### config.mk
export PLATFORM = sky130hd
export DESIGN_NAME = dice_button_rx
export DESIGN_NICKNAME = d
export VERILOG_FILES = /design/src/rtl/dice_pkg.sv /design/src/rtl/button_debounce.sv /design/src/rtl/dice_button_rx.sv
export SDC_FILE = /design/constraint.sdc
export NUM_CORES = 1
export LEC_CHECK = 0
export ABC_AREA = 1
export BUFFER_PORTS_ARGS = -buffer_cell sky130_fd_sc_hd__buf_2
export CORE_MARGIN = 2
export CORE_UTILIZATION = 25
export CTS_BUF_LIST = sky130_fd_sc_hd__clkbuf_4 sky130_fd_sc_hd__clkbuf_8
export DETAILED_ROUTE_END_ITERATION = 7
export GPL_TIMING_DRIVEN = 0
export MAX_ROUTING_LAYER = met4
export PLACE_DENSITY = 0.39
export SYNTH_ARGS = -nofsm -noshare
export SYNTH_HDL_FRONTEND = slang
export SYNTH_SLANG_ARGS = --single-unit
### constraint.sdc
create_clock -name clk -period 5.1 [get_ports clk]
set_clock_uncertainty 0.15 [all_clocks]
set_input_delay 1.02 -clock clk [delete_from_list [all_inputs] [get_ports clk]]
set_output_delay 1.02 -clock clk [all_outputs]
set_load 0.05 [all_outputs]
### src/rtl/dice_pkg.sv
// Shared constants and types for the dice roller input side.
package dice_pkg;

   localparam int unsigned NUM_BUTTONS = 6;

   localparam logic [4:0] SIDES_D4  = 5'd4;
   localparam logic [4:0] SIDES_D6  = 5'd6;
   localparam logic [4:0] SIDES_D8  = 5'd8;
   localparam logic [4:0] SIDES_D10 = 5'd10;
   localparam logic [4:0] SIDES_D12 = 5'd12;
   localparam logic [4:0] SIDES_D20 = 5'd20;

   typedef enum logic [1:0] {IDLE, REQ, WAIT_RELEASE} state_e;

   // Smaller dice win when several presses land on the same cycle.
   function automatic logic [4:0] sides_for(input logic [NUM_BUTTONS-1:0] press);
      logic [4:0] sides;
      if (press[0])      sides = SIDES_D4;
      else if (press[1]) sides = SIDES_D6;
      else if (press[2]) sides = SIDES_D8;
      else if (press[3]) sides = SIDES_D10;
      else if (press[4]) sides = SIDES_D12;
      else if (press[5]) sides = SIDES_D20;
      else               sides = 5'd0;
      return sides;
   endfunction

endpackage

### src/rtl/button_debounce.sv
// Two-flop synchronizer plus run-length debouncer for one raw input,
// with a one-cycle press pulse on each debounced rising edge.
module button_debounce #(
   parameter int unsigned DEBOUNCE_CYCLES = 16,
   parameter int unsigned CNT_W           = $clog2(DEBOUNCE_CYCLES)
) (
   input  logic clk,
   input  logic reset,
   input  logic raw,
   output logic stable,
   output logic press
);

   localparam logic [CNT_W-1:0] CNT_MAX = CNT_W'(DEBOUNCE_CYCLES - 1);

   logic             sync1_q, sync2_q;
   logic             stable_d, stable_q;
   logic             prev_q;
   logic [CNT_W-1:0] cnt_d, cnt_q;

   always_comb begin
      cnt_d    = '0;
      stable_d = stable_q;
      if (sync2_q != stable_q) begin
         if (cnt_q == CNT_MAX) begin
            stable_d = sync2_q;
         end else begin
            cnt_d = cnt_q + 1'b1;
         end
      end
   end

   always_ff @(posedge clk or posedge reset) begin
      if (reset) begin
         sync1_q  <= 1'b0;
         sync2_q  <= 1'b0;
         stable_q <= 1'b0;
         prev_q   <= 1'b0;
         cnt_q    <= '0;
      end else begin
         sync1_q  <= raw;
         sync2_q  <= sync1_q;
         stable_q <= stable_d;
         prev_q   <= stable_q;
         cnt_q    <= cnt_d;
      end
   end

   assign stable = stable_q;
   assign press  = stable_q & ~prev_q;

endmodule

### src/rtl/dice_button_rx.sv
// Turns debounced die-select presses into single roll requests over a
// valid/ready handshake; one request per press, no chording.
module dice_button_rx
   import dice_pkg::*;
#(
   parameter int unsigned DEBOUNCE_CYCLES = 16,
   parameter int unsigned CNT_W           = $clog2(DEBOUNCE_CYCLES)
) (
   input  logic       clk,
   input  logic       reset,
   input  logic       buttonD4,
   input  logic       buttonD6,
   input  logic       buttonD8,
   input  logic       buttonD10,
   input  logic       buttonD12,
   input  logic       buttonD20,
   input  logic       switchTest,
   output logic       roll_valid,
   output logic [4:0] roll_sides,
   output logic       roll_test,
   input  logic       roll_ready,
   output logic       busy
);

   localparam int unsigned NUM_IN = NUM_BUTTONS + 1;

   logic [NUM_IN-1:0] raw_vec, stable_vec, press_vec;
   logic              unused_test_press;

   assign raw_vec = {switchTest, buttonD20, buttonD12, buttonD10, buttonD8, buttonD6, buttonD4};

   for (genvar i = 0; i < NUM_IN; i++) begin : g_deb
      button_debounce #(
         .DEBOUNCE_CYCLES(DEBOUNCE_CYCLES),
         .CNT_W          (CNT_W)
      ) u_deb (
         .clk   (clk),
         .reset (reset),
         .raw   (raw_vec[i]),
         .stable(stable_vec[i]),
         .press (press_vec[i])
      );
   end

   // The test switch is level-only; its edge pulse has no consumer.
   assign unused_test_press = press_vec[NUM_IN-1];

   state_e     state_d, state_q;
   logic       valid_d, valid_q;
   logic [4:0] sides_d, sides_q;
   logic       test_d, test_q;
   logic       busy_d, busy_q;

   always_comb begin
      state_d = state_q;
      valid_d = valid_q;
      sides_d = sides_q;
      test_d  = test_q;
      busy_d  = busy_q;
      unique case (state_q)
         IDLE: begin
            if (|press_vec[NUM_BUTTONS-1:0]) begin
               state_d = REQ;
               valid_d = 1'b1;
               busy_d  = 1'b1;
               sides_d = sides_for(press_vec[NUM_BUTTONS-1:0]);
               test_d  = stable_vec[NUM_IN-1];
            end
         end
         REQ: begin
            if (roll_ready) begin
               state_d = WAIT_RELEASE;
               valid_d = 1'b0;
            end
         end
         WAIT_RELEASE: begin
            if (stable_vec[NUM_BUTTONS-1:0] == '0) begin
               state_d = IDLE;
               busy_d  = 1'b0;
            end
         end
         default: begin
            state_d = IDLE;
            valid_d = 1'b0;
            busy_d  = 1'b0;
         end
      endcase
   end

   always_ff @(posedge clk or posedge reset) begin
      if (reset) begin
         state_q <= IDLE;
         valid_q <= 1'b0;
         sides_q <= 5'd0;
         test_q  <= 1'b0;
         busy_q  <= 1'b0;
      end else begin
         state_q <= state_d;
         valid_q <= valid_d;
         sides_q <= sides_d;
         test_q  <= test_d;
         busy_q  <= busy_d;
      end
   end

   assign roll_valid = valid_q;
   assign roll_sides = sides_q;
   assign roll_test  = test_q;
   assign busy       = busy_q;

endmodule

======== After elaboration in Yosys (flattened, before gate mapping) ========
Cells that the tools add are included.
cells by class
  $add $sub $neg .......................... 7
  equal/unequal tests ..................... 19
  muxes and demuxes ....................... 29
  bitwise gates (word level) .............. 14
  reduce and logical (&&, ||, !) cells .... 14
operators by type and width
  operator                                                          number
  4-bit 2-to-1 mux                                                  14
  5-bit 2-to-1 mux                                                  6
  4-bit by 1-bit adder with 4-bit output (second input constant)    7
  4-bit == test (second input constant)                             7
  2-bit AND reduction                                               8
  3-bit AND reduction                                               3
  1-bit NOT                                                         8
  1-bit != test                                                     7
  1-bit bitwise AND                                                 6
  6-bit logical NOT                                                 1
  2-bit 2-to-1 mux                                                  3
  2-bit != test (second input constant)                             3
  1-bit case mux with 3 select lines                                2
  2-bit case mux with 3 select lines                                1
  6-bit OR reduction                                                1
  1-bit 2-to-1 mux                                                  3
  2-bit by 1-bit == test with 1-bit output (second input constant)  1
  2-bit == test (second input constant)                             1
  2-bit logical NOT                                                 1
storage, ports and cells
  register bits ........................... 65
  input port bits ......................... 10
  output and inout port bits .............. 8

======== Longest topological paths before layout ========
  depth after elaboration ................. 8
  depth in mapped cells ................... 9
  mapped depth without buffers ............ 8

======== Hierarchy ========
A second synthesis with hierarchy kept.
second synthesis, totals
  cell total of the unflattened synthesis .. 278
  area total of the unflattened synthesis .. 2691.3 sq um
by module, submodules not included
  module           instances  cells an instance  area each (sq um)  sequential area each (sq um)
  button_debounce  7          31                 310.3              200.2
  dice_button_rx   1          61                 519.2              225.2

======== Least setup slack after synthesis ========
No wires, ideal clock.
  kind .................................... register to output
  start ................................... register sides_q[1] (netlist: roll_sides[1])
  end ..................................... output port roll_sides[1]
  arrival ................................. 0.613 ns
  setup slack ............................. 3.317 ns
  cell stages (with the launch flop) ...... 1
  path through ............................ dfrtp_1
RTL lines
  item                      line                   source
  start: declaration        dice_button_rx.sv:50   logic [4:0] sides_d, sides_q;
  start signal: assignment  dice_button_rx.sv:100  sides_q <= sides_d;
  end: declaration          dice_button_rx.sv:19   output logic [4:0] roll_sides,
No word-level cell between the ends.

======== Worst setup path in the final report ========
  start ................................... register sides_q[1] (netlist: roll_sides[1])
  end ..................................... output port roll_sides[1]
No word-level cell between the ends.

==> flow_metrics.env <==
export IMPL_diodes=0
export IMPL_fp_dieH_um=104.6
export IMPL_crit_slowest_cell="dfrtp_1"
export IMPL_synth_nets=250
export IMPL_fin_nets=277
export IMPL_clockBufferDepth=2
export IMPL_cp_required_ns=3.93
export IMPL_cts_buffers=9
export IMPL_ys_dominant_reg_cell="dfrtp_1"
export IMPL_cts_hold_buf=0
export IMPL_synth_top_cell_area_share=0.6324
export IMPL_r2r_end="g_deb[4].u_deb.stable$_DFFE_PP0P_"
export IMPL_path_max_fanout=2
export IMPL_die_area_um2=10950
export IMPL_worst_r2r_cell_count=5
export IMPL_vias_per_cell=3.778
export IMPL_grt_start_max_net_pins=65
export IMPL_critPathBufInv=1
export IMPL_relSlewSlack=0.4717
export IMPL_finalPower_mw=0.9990
export IMPL_grt_pass1_vias=1546
export IMPL_critPathLaunch="roll_sides[1]$_DFFE_PP0P_"
export IMPL_yosysMostFrequentCell="dfrtp_1"
export IMPL_crit_cells=1
export IMPL_maxCapViolCount=0
export IMPL_grtUsageTotal=0.08364
export IMPL_final_max_slew_viol_count=0
export IMPL_path_delay_family="flip-flops"
export IMPL_min_from="g_deb[2].u_deb.sync1_q$_DFF_PP0_"
export IMPL_end_kind="primary output"
export IMPL_cts_setup_buffers=0
export IMPL_fin_tns_setup_ns=0
export IMPL_fin_crit_sh=0.4195
export IMPL_detail_route_antenna_nets=0
export IMPL_root_buffer="clkbuf_8"
export IMPL_powerDensity_nw_per_um2=337.2
export IMPL_r2r_setup_slack_ns=3.71
export IMPL_globalplace_congestion=0.6884
export IMPL_synth_area_leaders="dfrtp_1 63%, nand2_1 5.5%, xor2_1 4.8%"
export IMPL_worstMarginPinSlew_ns=0.7924
export IMPL_ys_seq_area_frac=0.6324
export IMPL_path_clk_slew_ns=0.06
export IMPL_rows=36
export IMPL_synth_top_area_cell="dfrtp_1"
export IMPL_ys_warn_count=0
export IMPL_dieWidth_um=104.6
export IMPL_ctsResizeCount=0
export IMPL_peakVddDrop_uv=95.51
export IMPL_ys_types=19
export IMPL_crit_chain="buf_2"
export IMPL_max_freq_ghz=0.4674
export IMPL_wire_per_inst_um=9.647
export IMPL_syn_area_um2=2532
export IMPL_p_leak_nw=1.549
export IMPL_cp_endpoint="roll_sides[1]"
export IMPL_hp_class="reg2reg"
export IMPL_crit_type="reg2out"
export IMPL_numPortBuffers=16
export IMPL_cts_tree="done"
export IMPL_async_flop_share=1.000
export IMPL_core_area_um2=9819
export IMPL_drt_iter0_drc=47
export IMPL_reg2reg_from="g_deb[4].u_deb.cnt_q[0]$_DFF_PP0_"
export IMPL_drc_errors=0
export IMPL_ios=18
export IMPL_grt_first_pass_wirelength_mm=6.941
export IMPL_period_needed_ns=2.140
export IMPL_grt_overflow_total=0
export IMPL_cp_start_kind="flip-flop"
export IMPL_htree_num_levels=3
export IMPL_ys_seq_elements=64
export IMPL_vias=1500
export IMPL_hold_viol=0
export IMPL_critPathMaxStageDelay_ns=0.37
export IMPL_fill_cells=1048
export IMPL_syn_to_final_growth_pct=17.00
export IMPL_postSynthAreaPerCell_um2=10.87
export IMPL_initial_core_util=0.2579
export IMPL_synthCells=233
export IMPL_status="finished, final reports clean"
export IMPL_routed_wl_mm=3.830
export IMPL_dp_hpwl_mm=2.528
export IMPL_cp_arrival_ns=0.97
export IMPL_first_pass_iters=4
export IMPL_synthTopCellsByCount="64 x dfrtp_1, 37 x nand2_1, 31 x nor2_1, 21 x inv_1, 14 x xor2_1"
export IMPL_clock_sinks=64
export IMPL_synth_edf_count=0
export IMPL_drive_gt1_frac=0.2121
export IMPL_grt_setup_unrepaired="false"
export IMPL_setup_viol=0
export IMPL_antenna_found_initial=0
export IMPL_clock_latency_ns=0.33
[per-layer routing]
layer	up-vias	part of all wire	GRT usage
li1	782	-	-
met1	681	0.51	0.1046
met2	28	0.42	0.1148
met3	9	0.041	0.02620
met4	0	0.028	0.05714
met5	-	0	-
[cells by family after synthesis]
group,after synthesis,share of synthesized area
AND/OR/NAND/NOR,99,0.1774
flip-flops,64,0.6324
buffers and inverters,24,0.04002
AO/OA/AOI/OAI,19,0.04348
XOR/XNOR,14,0.04842
adder cells (fa/ha/maj),7,0.03458
multiplexers,5,0.02223
other,1,0.001481
[area by class of cell]
class | instances | area [µm²] | share of cell area
buffer | 2 | 18.77 | 0.006334
clock buffer | 15 | 181.4 | 0.06123
inverter | 22 | 85.08 | 0.02872
multi-input combinational | 145 | 829.5 | 0.2800
sequential | 64 | 1602 | 0.5405
tap | 133 | 166.4 | 0.05617
timing repair buffer | 16 | 80.08 | 0.02703
[registers in the layout, indices dropped and copies added, names as in the netlist]
name and cells:
g_deb.u_deb.sync2_q 7, roll_valid 1, g_deb.u_deb.stable 7, g_deb.u_deb.prev_q 6, g_deb.u_deb.sync1_q 7, roll_sides 4, roll_test 1, g_deb.u_deb.cnt_q 28
busy 1, state_q 2
[how the worst min path moves through the flow]
stage | endpoint | depth (start not counted)
finish | g_deb[2].u_deb.sync2_q$_DFF_PP0_ | 0
global route | g_deb[1].u_deb.sync2_q$_DFF_PP0_ | 0
CTS | g_deb[3].u_deb.sync2_q$_DFF_PP0_ | 0
detailed placement | g_deb[3].u_deb.sync2_q$_DFF_PP0_ | 0
global placement | g_deb[4].u_deb.sync2_q$_DFF_PP0_ | 0
floorplan | g_deb[0].u_deb.sync2_q$_DFF_PP0_ | 0
[power breakdown]
part	switching, mW	internal, mW	total (mW)
clock	0.175	0.223	0.397
combinational	0.0402	0.0177	0.0579
sequential	0.0133	0.531	0.544
total	0.228	0.771	0.999
[through the flow]
stage	hold WS [ns]	cell area, µm²	utilization	instances	setup slack [ns]
after floorplan	0.1812	2532	-	233	2.332
after global placement	0.1831	2779	0.2830	382	1.359
after detailed placement	0.1903	2781	0.2833	382	3.146
after CTS	0.2051	2963	0.3017	397	2.925
after global routing	0.2083	2963	0.3017	397	2.906
final	0.2022	2963	0.3017	397	2.960
[layout by cell type, fill, tap and decap left out, types with 2 or more instances in the layout]
cell type / netlist / final
o21ai_0: 11 / 11
inv_1: 21 / 20
dfrtp_1: 64 / 64
clkbuf_4: 0 / 4
nand2_1: 37 / 37
clkbuf_8: 0 / 11
a21oi_1: 4 / 4
mux2_2: 5 / 5
o21ai_2: 4 / 4
nand2_4: 2 / 2
nand3_1: 12 / 12
buf_2: 0 / 16
xor2_1: 14 / 14
and2_1: 7 / 7
nand2_2: 9 / 9
ha_1: 7 / 7
nor2_1: 31 / 31
Note: power is estimated with default switching activity, not from simulation.
